**src/rtl/rrv_hazard_ctrl.sv**
```systemverilog
// Pipeline hazard control for the 5-stage RV32I core: scoreboard, EX forwarding selects, load-use stall, jump flush.
// Optional performance counters are built when RRV_HAZARD_PERF_EN is defined.
module rrv_hazard_ctrl #(
  parameter int REG_ADDR_WIDTH = 5,
  parameter int FLUSH_DEPTH    = 2,
  parameter int CNT_WIDTH      = 32
) (
  input  logic                      clk,
  input  logic                      rst,
  input  logic                      id_valid,
  input  logic [REG_ADDR_WIDTH-1:0] id_rs1_addr,
  input  logic                      id_rs1_used,
  input  logic [REG_ADDR_WIDTH-1:0] id_rs2_addr,
  input  logic                      id_rs2_used,
  input  logic [REG_ADDR_WIDTH-1:0] id_rd_addr,
  input  logic                      id_rd_we,
  input  logic                      id_is_load,
  input  logic                      jump_en,
  output logic                      pc_en,
  output logic                      ifid_en,
  output logic                      ifid_flush,
  output logic                      idex_flush,
  output logic [1:0]                fwd_rs1_sel,
  output logic [1:0]                fwd_rs2_sel,
  output logic [1:0]                ctrl_state,
  output logic [CNT_WIDTH-1:0]      stall_cnt,
  output logic [CNT_WIDTH-1:0]      flush_cnt
);

  localparam int FCW = $clog2(FLUSH_DEPTH + 1);

  typedef enum logic [1:0] {
    ST_RUN   = 2'd0,
    ST_STALL = 2'd1,
    ST_FLUSH = 2'd2
  } state_e;

  typedef struct packed {
    logic                      vld;
    logic [REG_ADDR_WIDTH-1:0] rd;
    logic                      we;
    logic                      load;
  } sb_entry_t;

  state_e             state_q, state_d;
  logic [FCW-1:0]     fcnt_q, fcnt_d;
  sb_entry_t          ex_q, ex_d, mem_q, mem_d, wb_q, wb_d;
  logic [1:0]         fwd_rs1_q, fwd_rs1_d, fwd_rs2_q, fwd_rs2_d;

  logic id_live;
  logic rs1_ex_hit, rs2_ex_hit, rs1_mem_hit, rs2_mem_hit;
  logic load_use;
  logic stall;
  logic ex_take_id;
  logic wb_unused;

  function automatic logic src_hit(input logic used,
                                   input logic [REG_ADDR_WIDTH-1:0] addr,
                                   input sb_entry_t e);
    return used && e.vld && e.we && (addr == e.rd) && (addr != '0);
  endfunction

  // The ID slot carries only wrong-path bubbles while flushing, so it never matches.
  always_comb begin
    id_live     = id_valid && (state_q != ST_FLUSH);
    rs1_ex_hit  = id_live && src_hit(id_rs1_used, id_rs1_addr, ex_q);
    rs2_ex_hit  = id_live && src_hit(id_rs2_used, id_rs2_addr, ex_q);
    rs1_mem_hit = id_live && src_hit(id_rs1_used, id_rs1_addr, mem_q);
    rs2_mem_hit = id_live && src_hit(id_rs2_used, id_rs2_addr, mem_q);
    load_use    = ex_q.load && (rs1_ex_hit || rs2_ex_hit);
    stall       = !rst && !jump_en && load_use;
  end

  always_comb begin
    pc_en      = 1'b1;
    ifid_en    = 1'b1;
    ifid_flush = 1'b0;
    idex_flush = 1'b0;
    if (rst) begin
      pc_en      = 1'b0;
      ifid_en    = 1'b0;
      ifid_flush = 1'b1;
      idex_flush = 1'b1;
    end else if (jump_en) begin
      ifid_flush = 1'b1;
      idex_flush = 1'b1;
    end else if (load_use) begin
      pc_en      = 1'b0;
      ifid_en    = 1'b0;
      idex_flush = 1'b1;
    end else if (state_q == ST_FLUSH) begin
      ifid_flush = 1'b1;
    end
  end

  // STALL never lasts beyond the cycle it is detected in, so it is reported
  // as an overlay on the registered RUN/FLUSH state rather than stored.
  assign ctrl_state = stall ? ST_STALL : state_q;

  always_comb begin
    ex_take_id = id_live && !idex_flush;
    mem_d      = ex_q;
    wb_d       = mem_q;
    ex_d       = '0;
    fwd_rs1_d  = 2'd0;
    fwd_rs2_d  = 2'd0;
    if (ex_take_id) begin
      ex_d.vld  = 1'b1;
      ex_d.rd   = id_rd_addr;
      ex_d.we   = id_rd_we;
      ex_d.load = id_is_load;
      fwd_rs1_d = rs1_ex_hit ? 2'd1 : (rs1_mem_hit ? 2'd2 : 2'd0);
      fwd_rs2_d = rs2_ex_hit ? 2'd1 : (rs2_mem_hit ? 2'd2 : 2'd0);
    end
  end

  // Flush counter holds the number of FLUSH cycles still to come.
  always_comb begin
    state_d = state_q;
    fcnt_d  = fcnt_q;
    if (jump_en) begin
      fcnt_d  = FCW'(FLUSH_DEPTH - 1);
      state_d = (FLUSH_DEPTH > 1) ? ST_FLUSH : ST_RUN;
    end else if (state_q == ST_FLUSH) begin
      if (fcnt_q <= FCW'(1)) begin
        fcnt_d  = '0;
        state_d = ST_RUN;
      end else begin
        fcnt_d = fcnt_q - FCW'(1);
      end
    end
  end

  always_ff @(posedge clk) begin
    if (rst) begin
      state_q   <= ST_RUN;
      fcnt_q    <= '0;
      ex_q      <= '0;
      mem_q     <= '0;
      wb_q      <= '0;
      fwd_rs1_q <= 2'd0;
      fwd_rs2_q <= 2'd0;
    end else begin
      state_q   <= state_d;
      fcnt_q    <= fcnt_d;
      ex_q      <= ex_d;
      mem_q     <= mem_d;
      wb_q      <= wb_d;
      fwd_rs1_q <= fwd_rs1_d;
      fwd_rs2_q <= fwd_rs2_d;
    end
  end

  assign fwd_rs1_sel = fwd_rs1_q;
  assign fwd_rs2_sel = fwd_rs2_q;

  // The WB entry is tracked for completeness; the regfile's write-first path covers it.
  assign wb_unused = ^wb_q;

`ifdef RRV_HAZARD_PERF_EN
  logic [CNT_WIDTH-1:0] stall_cnt_q, stall_cnt_d;
  logic [CNT_WIDTH-1:0] flush_cnt_q, flush_cnt_d;

  always_comb begin
    stall_cnt_d = stall_cnt_q;
    flush_cnt_d = flush_cnt_q;
    if (stall && (stall_cnt_q != '1)) begin
      stall_cnt_d = stall_cnt_q + CNT_WIDTH'(1);
    end
    if (jump_en && (flush_cnt_q != '1)) begin
      flush_cnt_d = flush_cnt_q + CNT_WIDTH'(1);
    end
  end

  always_ff @(posedge clk) begin
    if (rst) begin
      stall_cnt_q <= '0;
      flush_cnt_q <= '0;
    end else begin
      stall_cnt_q <= stall_cnt_d;
      flush_cnt_q <= flush_cnt_d;
    end
  end

  assign stall_cnt = stall_cnt_q;
  assign flush_cnt = flush_cnt_q;
`else
  assign stall_cnt = '0;
  assign flush_cnt = '0;
`endif

endmodule

```
**config.mk**
```make
export PLATFORM = sky130hd
export DESIGN_NAME = rrv_hazard_ctrl
export DESIGN_NICKNAME = d
export VERILOG_FILES = /design/src/rtl/rrv_hazard_ctrl.sv
export SDC_FILE = /design/constraint.sdc
export NUM_CORES = 1
export LEC_CHECK = 0
export CORE_ASPECT_RATIO = 1.4
export CORE_UTILIZATION = 30
export DETAILED_ROUTE_END_ITERATION = 8
export PLACE_DENSITY = 0.66
export SYNTH_ARGS = -nofsm -noshare
export SYNTH_HDL_FRONTEND = slang
export SYNTH_SLANG_ARGS = --single-unit
export TNS_END_PERCENT = 1
```
**constraint.sdc**
```tcl
create_clock -name clk -period 4.9 [get_ports clk]
set_input_delay 0.49 -clock clk [delete_from_list [all_inputs] [get_ports clk]]
set_output_delay 0.49 -clock clk [all_outputs]
set_load 0.02 [all_outputs]
```
==> flow_metrics.env, run 1 <==
export IMPL_run_status="finished clean"
export IMPL_cts_tree="yes"
export IMPL_dpl_hpwl_mm=2.26
export IMPL_synth_seq_cells=22
export IMPL_wl_met1_microns=941
export IMPL_worstSkewPairLatency_ns=0.25
export IMPL_end_kind="output pin"
export IMPL_synth_area_leaders="buf_4 (32%), dfxtp_1 (29%), xnor2_1 (9.7%)"
export IMPL_rows=30
export IMPL_cts_buffers=3
export IMPL_multi_input_area_sq_um=806
export IMPL_antenna_found_initial=0
export IMPL_timing_hold_ws_ns=0.453
export IMPL_nFillCells=530
export IMPL_synth_edf_count=0
export IMPL_grt_pass1_wl_mm=4.26
export IMPL_cts_buffer_depth=2
export IMPL_skew_ns=0.000922
export IMPL_coreArea_sq_um=4880
export IMPL_cts_sinks=22
export IMPL_ctsHoldBuffers=0
export IMPL_ir_drop_uv=72.1
export IMPL_grt_usage_pct=10.2
export IMPL_setup_viol=0
export IMPL_cts_root_buf="clkbuf_8"
export IMPL_cts_resized=0
export IMPL_required_ns=4.41
export IMPL_register_area_sq_um=440
export IMPL_met3_length_microns=220
export IMPL_pwr_share_clk_pct=27.7
export IMPL_synth_ff_type="dfxtp_1"
export IMPL_worstPathArrival_ns=2.96
export IMPL_antenna_left=0
export IMPL_period_minus_slack_ns=3.45
export IMPL_switchingPower_mw=0.123
export IMPL_htreeDepth=1
export IMPL_yosysWarnings=0
export IMPL_syn_inst=182
export IMPL_drtPass1Iterations=4
export IMPL_p_comb_share_pct=24.8
export IMPL_worst_path_most_repeated_cell="clkdlybuf4s50_1"
export IMPL_wirelength_mm=2.71
export IMPL_cp_slowest_cell="or4_4"
export IMPL_maxSlewViolCount=0
export IMPL_drtIter0Drc=22
export IMPL_path_cells="clkdlybuf4s50_1 -> or4_4 -> o21ai_4 -> nor4_1 -> buf_4 -> or4_1 -> clkdlybuf4s50_1"
export IMPL_wl_met2_mm=1.46
export IMPL_die_y_microns=86.7
export IMPL_highest_layer="met4"
export IMPL_final_util_pct=35.2
export IMPL_synth_top_area_share_pct=32.2
export IMPL_gp_congestion=0.833
export IMPL_initial_core_util_pct=31.5
export IMPL_crit_path_max_fanout=11
export IMPL_dieWidth_microns=62.5
export IMPL_finalNetCount=236
export IMPL_post_drt_via_cell_ratio=3.93
export IMPL_power_density_nw_per_um2=228
export IMPL_grt_max_degree=15
export IMPL_yosysMostFrequentCell="buf_4"
export IMPL_ios=97
export IMPL_switching_share_pct=31.5
export IMPL_wl_per_cell_microns=9.86
export IMPL_worst_path_largest_cell_delay_ns=0.58
export IMPL_dp_cells=272
export IMPL_grt_pass1_vias=948
export IMPL_p_leak_nw=0.708
export IMPL_grt_overflow=0
export IMPL_path_clk_slew_ns=0.07
export IMPL_synth_largest_area_cell="buf_4"
export IMPL_synth_common_cells="buf_4 (66), dfxtp_1 (22), xnor2_1 (17)"
export IMPL_final_cell_count_no_fill=275
export IMPL_fin_tns_setup_ns=0
export IMPL_post_cts_buffers=0
export IMPL_port_buffers=32
export IMPL_p_int_mw=0.268
export IMPL_worstSetupPathType="in -> out"
export IMPL_ys_types=30
export IMPL_netlist_area_sq_um=1540
export IMPL_drive_above_1_share_pct=4.27
export IMPL_area_delta_synth_final_pct=11.7
export IMPL_power_share_sequential_pct=47.5
export IMPL_rsz0062_at_grt="false"
export IMPL_hold_viol_final=0
export IMPL_syn_area_per_cell_sq_um=8.45
export IMPL_synth_async_reset_ratio_pct=0
export IMPL_maxCapViolations=0
export IMPL_die_area_sq_um=5420
export IMPL_hp_class="reg -> reg"
export IMPL_fmax_ghz=0.290
export IMPL_min_period_over_period_pct=70.4
export IMPL_drc_errors=0
export IMPL_start_kind="input pin"
export IMPL_via_count=1081
export IMPL_n_antenna_cell=0
export IMPL_seq_area_frac_synth_pct=28.6
-- power groups by stage --
stage          clock network, mW  registers, mW  logic (mW)
4_1_cts                    0.110          0.186      0.0964
5_1_grt                    0.116          0.186       0.104
2_1_floorplan                  0          0.188       0.106
6_report                   0.108          0.186      0.0970
3_5_place_dp                   0          0.190      0.0962
3_3_place_gp                   0          0.190      0.0958
-- sequential cells by signal, summed over array words and instances, names as in the netlist --
signal	cells
ex_q	8
mem_q	7
fwd_rs1_sel	2
fcnt_q	2
state_q	1
fwd_rs2_sel	2
-- worst max-delay path: cells and delay by family --
family	cells	cell delay, ns
buf+inv	3	1.19
compound gates	1	0.17
simple gates	3	1.10
-- final timing paths --
path,slack [ns],endpoint,start,cells past startpoint
hold / removal,0.45,fcnt_q[1],fcnt_q[1],2
setup reg to reg,3.35,ex_q[1],state_q[1],5
hold reg to reg,0.45,fcnt_q[1],fcnt_q[1],2
setup / recovery,1.45,idex_flush,id_rs1_addr[1],7
-- logic make-up after synthesis --
logic type	after synthesis	synth area share (%)
xor gates and xnor gates	20	11.4
and+or+nand+nor	57	21.6
buffers and inverters	74	34.3
AOI/OAI and AO/OA	8	3.83
other	1	0.244
DFF	22	28.6
-- cell type report --
class | count | area share [%]
Tap cell | 64 | 4.66
Clock buffer | 3 | 2.40
Sequential cell | 22 | 25.6
Multi-Input combinational cell | 149 | 46.9
Timing Repair Buffer | 35 | 20.0
Inverter | 2 | 0.437
-- per-stage QoR --
stage	setup WS [ns]	instance area, sq um	power (mW)
after global routing	1.34	1720	0.407
after floorplan	2.28	1770	0.295
after global placement	1.47	1680	0.286
final	1.45	1720	0.391
after CTS	1.43	1720	0.393
after detailed placement	1.44	1680	0.286
-- layer usage --
layer | track usage [%] | vias to the layer above
li1 | - | 531
met1 | 9.89 | 471
met2 | 18.9 | 71
met3 | 2.24 | 8
met4 | 7.40 | 0
met5 | 0 | -
-- placed cells by master, fill, tap and decap left out, drive strengths merged, types with 4 or more instances in the layout --
cell type      synthesis  layout
conb                   1      64
clkdlybuf4s50          0      32
dfxtp                 22      22
xnor2                 17      17
nor3                  12      12
nand2                  9       9
nor2b                  8       8
nand4                  6       6
nor2                   5       5
a21oi                  4       4
nor4                   4       4
Power figures use the tool's default switching activity.
==> inputs of run 2 (changes only) <==
==> constraint.sdc (replaced) <==
create_clock -name clk -period 3.2 [get_ports clk]
set_input_delay 0.32 -clock clk [delete_from_list [all_inputs] [get_ports clk]]
set_output_delay 0.32 -clock clk [all_outputs]
set_load 0.02 [all_outputs]
==> flow_metrics.env, run 2 (same netlist as run 1, synthesis figures left out) <==
export IMPL_switching_share_pct=28.8
export IMPL_worstPathArrival_ns=2.64
export IMPL_wirelength_mm=2.73
export IMPL_antenna_left=0
export IMPL_switchingPower_mw=0.200
export IMPL_n_antenna_cell=0
export IMPL_drtPass1Iterations=4
export IMPL_drc_errors=0
export IMPL_grt_max_degree=14
export IMPL_worst_path_largest_cell_delay_ns=0.56
export IMPL_ctsHoldBuffers=0
export IMPL_wl_per_cell_microns=9.86
export IMPL_path_cells="clkdlybuf4s50_1 -> or4_4 -> o21ai_4 -> nor4_1 -> or4_1 -> clkdlybuf4s50_1"
export IMPL_maxSlewHeadroom_pct=66.7
export IMPL_htreeDepth=1
export IMPL_worstMarginPinSlew_ns=0.495
export IMPL_grt_pass1_wl_mm=4.13
export IMPL_path_clk_slew_ns=0.07
export IMPL_dpl_hpwl_mm=2.30
export IMPL_finalNetCount=237
export IMPL_setup_viol=0
export IMPL_hold_viol_final=0
export IMPL_coreArea_sq_um=4880
export IMPL_ir_drop_uv=162
export IMPL_rows=30
export IMPL_largestRegisters="ex_q: 8 flops, mem_q: 7 flops"
export IMPL_period_minus_slack_ns=2.96
export IMPL_crit_path_max_fanout=4
export IMPL_multi_input_area_sq_um=806
export IMPL_end_kind="output pin"
export IMPL_cp_slowest_cell="or4_4"
export IMPL_antenna_found_initial=0
export IMPL_timing_rr_end="ex_q[0]"
export IMPL_r2r_slack_ns=1.38
export IMPL_rsz0062_at_grt="false"
export IMPL_maxCapViolations=0
export IMPL_cts_resized=0
export IMPL_via_count=1077
export IMPL_skew_ns=0.00835
export IMPL_reg2reg_from="state_q[1]"
export IMPL_cts_root_buf="clkbuf_8"
export IMPL_top_register="ex_q"
export IMPL_fin_tns_setup_ns=0
export IMPL_maxSlewViolCount=0
export IMPL_ios=97
export IMPL_rr_worst_depth=5
export IMPL_grt_usage_pct=10.1
export IMPL_p_int_mw=0.494
export IMPL_gp_congestion=0.842
export IMPL_port_buffers=32
export IMPL_largest_reg_flops=8
export IMPL_register_area_sq_um=440
export IMPL_start_kind="input pin"
export IMPL_final_util_pct=36.0
export IMPL_min_from="fcnt_q[1]"
export IMPL_p_leak_nw=0.727
export IMPL_run_status="finished clean"
export IMPL_grt_pass1_vias=971
export IMPL_worst_path_most_repeated_cell="clkdlybuf4s50_1"
export IMPL_pwr_share_clk_pct=37.6
export IMPL_dieWidth_microns=62.5
export IMPL_cts_sinks=22
export IMPL_cts_tree="yes"
export IMPL_required_ns=2.88
export IMPL_initial_core_util_pct=31.5
export IMPL_layout_common_cells="conb_1 (64), clkdlybuf4s50_1 (32), dfxtp_1 (22), xnor2_1 (17), nor3_1 (12)"
export IMPL_cts_buffers=3
export IMPL_die_y_microns=86.7
export IMPL_p_comb_share_pct=21.5
export IMPL_drive_above_1_share_pct=5.16
export IMPL_min_to="fcnt_q[1]"
export IMPL_power_density_nw_per_um2=396
export IMPL_power_share_sequential_pct=40.9
export IMPL_worstSetupPathType="in -> out"
export IMPL_cts_buffer_depth=2
export IMPL_worstHoldPathCells=2
export IMPL_worstSkewPairLatency_ns=0.27
export IMPL_die_area_sq_um=5420
export IMPL_hp_class="reg -> reg"
export IMPL_layout_commonest_cell="conb_1"
export IMPL_fmax_ghz=0.338
export IMPL_area_delta_synth_final_pct=14.2
export IMPL_drtIter0Drc=11
export IMPL_nFillCells=506
export IMPL_p_total_mw=0.695
export IMPL_post_cts_buffers=0
export IMPL_min_period_over_period_pct=92.6
export IMPL_grt_overflow=0
export IMPL_post_drt_via_cell_ratio=3.89
==> run 2: worst max-delay path: cells and delay by family <==
kind / cells / cell delay (ns)
buffers and inverters: 2 / 1.03
AO/OA/AOI/OAI: 1 / 0.17
AND/OR/NAND/NOR: 3 / 1.12
==> run 2: through the flow <==
step | cell area (sq um) | instances | worst slack, ns | hold slack, ns
finish | 1760 | 277 | 0.237 | 0.452
global placement | 1680 | 273 | 0.234 | 0.440
detailed placement | 1680 | 273 | 0.224 | 0.446
CTS | 1760 | 277 | 0.222 | 0.457
floorplan | 1770 | 245 | 0.919 | 0.426
global route | 1760 | 277 | 0.129 | 0.480
==> run 2: metal layers <==
layer / GRT usage, % / up-vias / wire [microns]
li1: - / 535 / -
met1: 8.90 / 460 / 973
met2: 19.2 / 73 / 1430
met3: 1.58 / 9 / 196
met4: 9.51 / 0 / 132
met5: 0 / - / 0
==> run 2: worst max-delay path by stage <==
stage                 endpoint  depth (start not counted)           start
detailed placement  idex_flush                          6  id_rs1_addr[1]
CTS                 idex_flush                          6  id_rs1_addr[1]
global placement    idex_flush                          6  id_rs2_addr[1]
finish              idex_flush                          6  id_rs1_addr[2]
floorplan                pc_en                          5  id_rs1_addr[1]
global route           ifid_en                          6  id_rs2_addr[1]
==> run 2: area by class of cell <==
class	count	area share, %
Sequential cell	22	25.1
Clock buffer	3	2.35
Multi-Input combinational cell	149	45.9
Timing Repair Buffer	36	20.0
Inverter	2	0.428
Clock inverter	1	1.71
Tap cell	64	4.56
==> run 2: power by group through the flow <==
stage	Combinational, mW	Sequential (mW)	Clock, mW
after floorplan	0.163	0.289	0
after global placement	0.147	0.291	0
after detailed placement	0.149	0.291	0
after CTS	0.149	0.284	0.263
after global routing	0.159	0.285	0.275
final	0.149	0.284	0.261
==> inputs of run 3 (changes only) <==
--- a/config.mk
+++ b/config.mk
@@ -9,6 +9,7 @@
 export CORE_UTILIZATION = 30
 export DETAILED_ROUTE_END_ITERATION = 8
 export PLACE_DENSITY = 0.66
+export SKIP_LAST_GASP = 1
 export SYNTH_ARGS = -nofsm -noshare
 export SYNTH_HDL_FRONTEND = slang
 export SYNTH_SLANG_ARGS = --single-unit
==> results of run 3 <==
The final DEF is identical to that of run 2; final timing and power are the same.
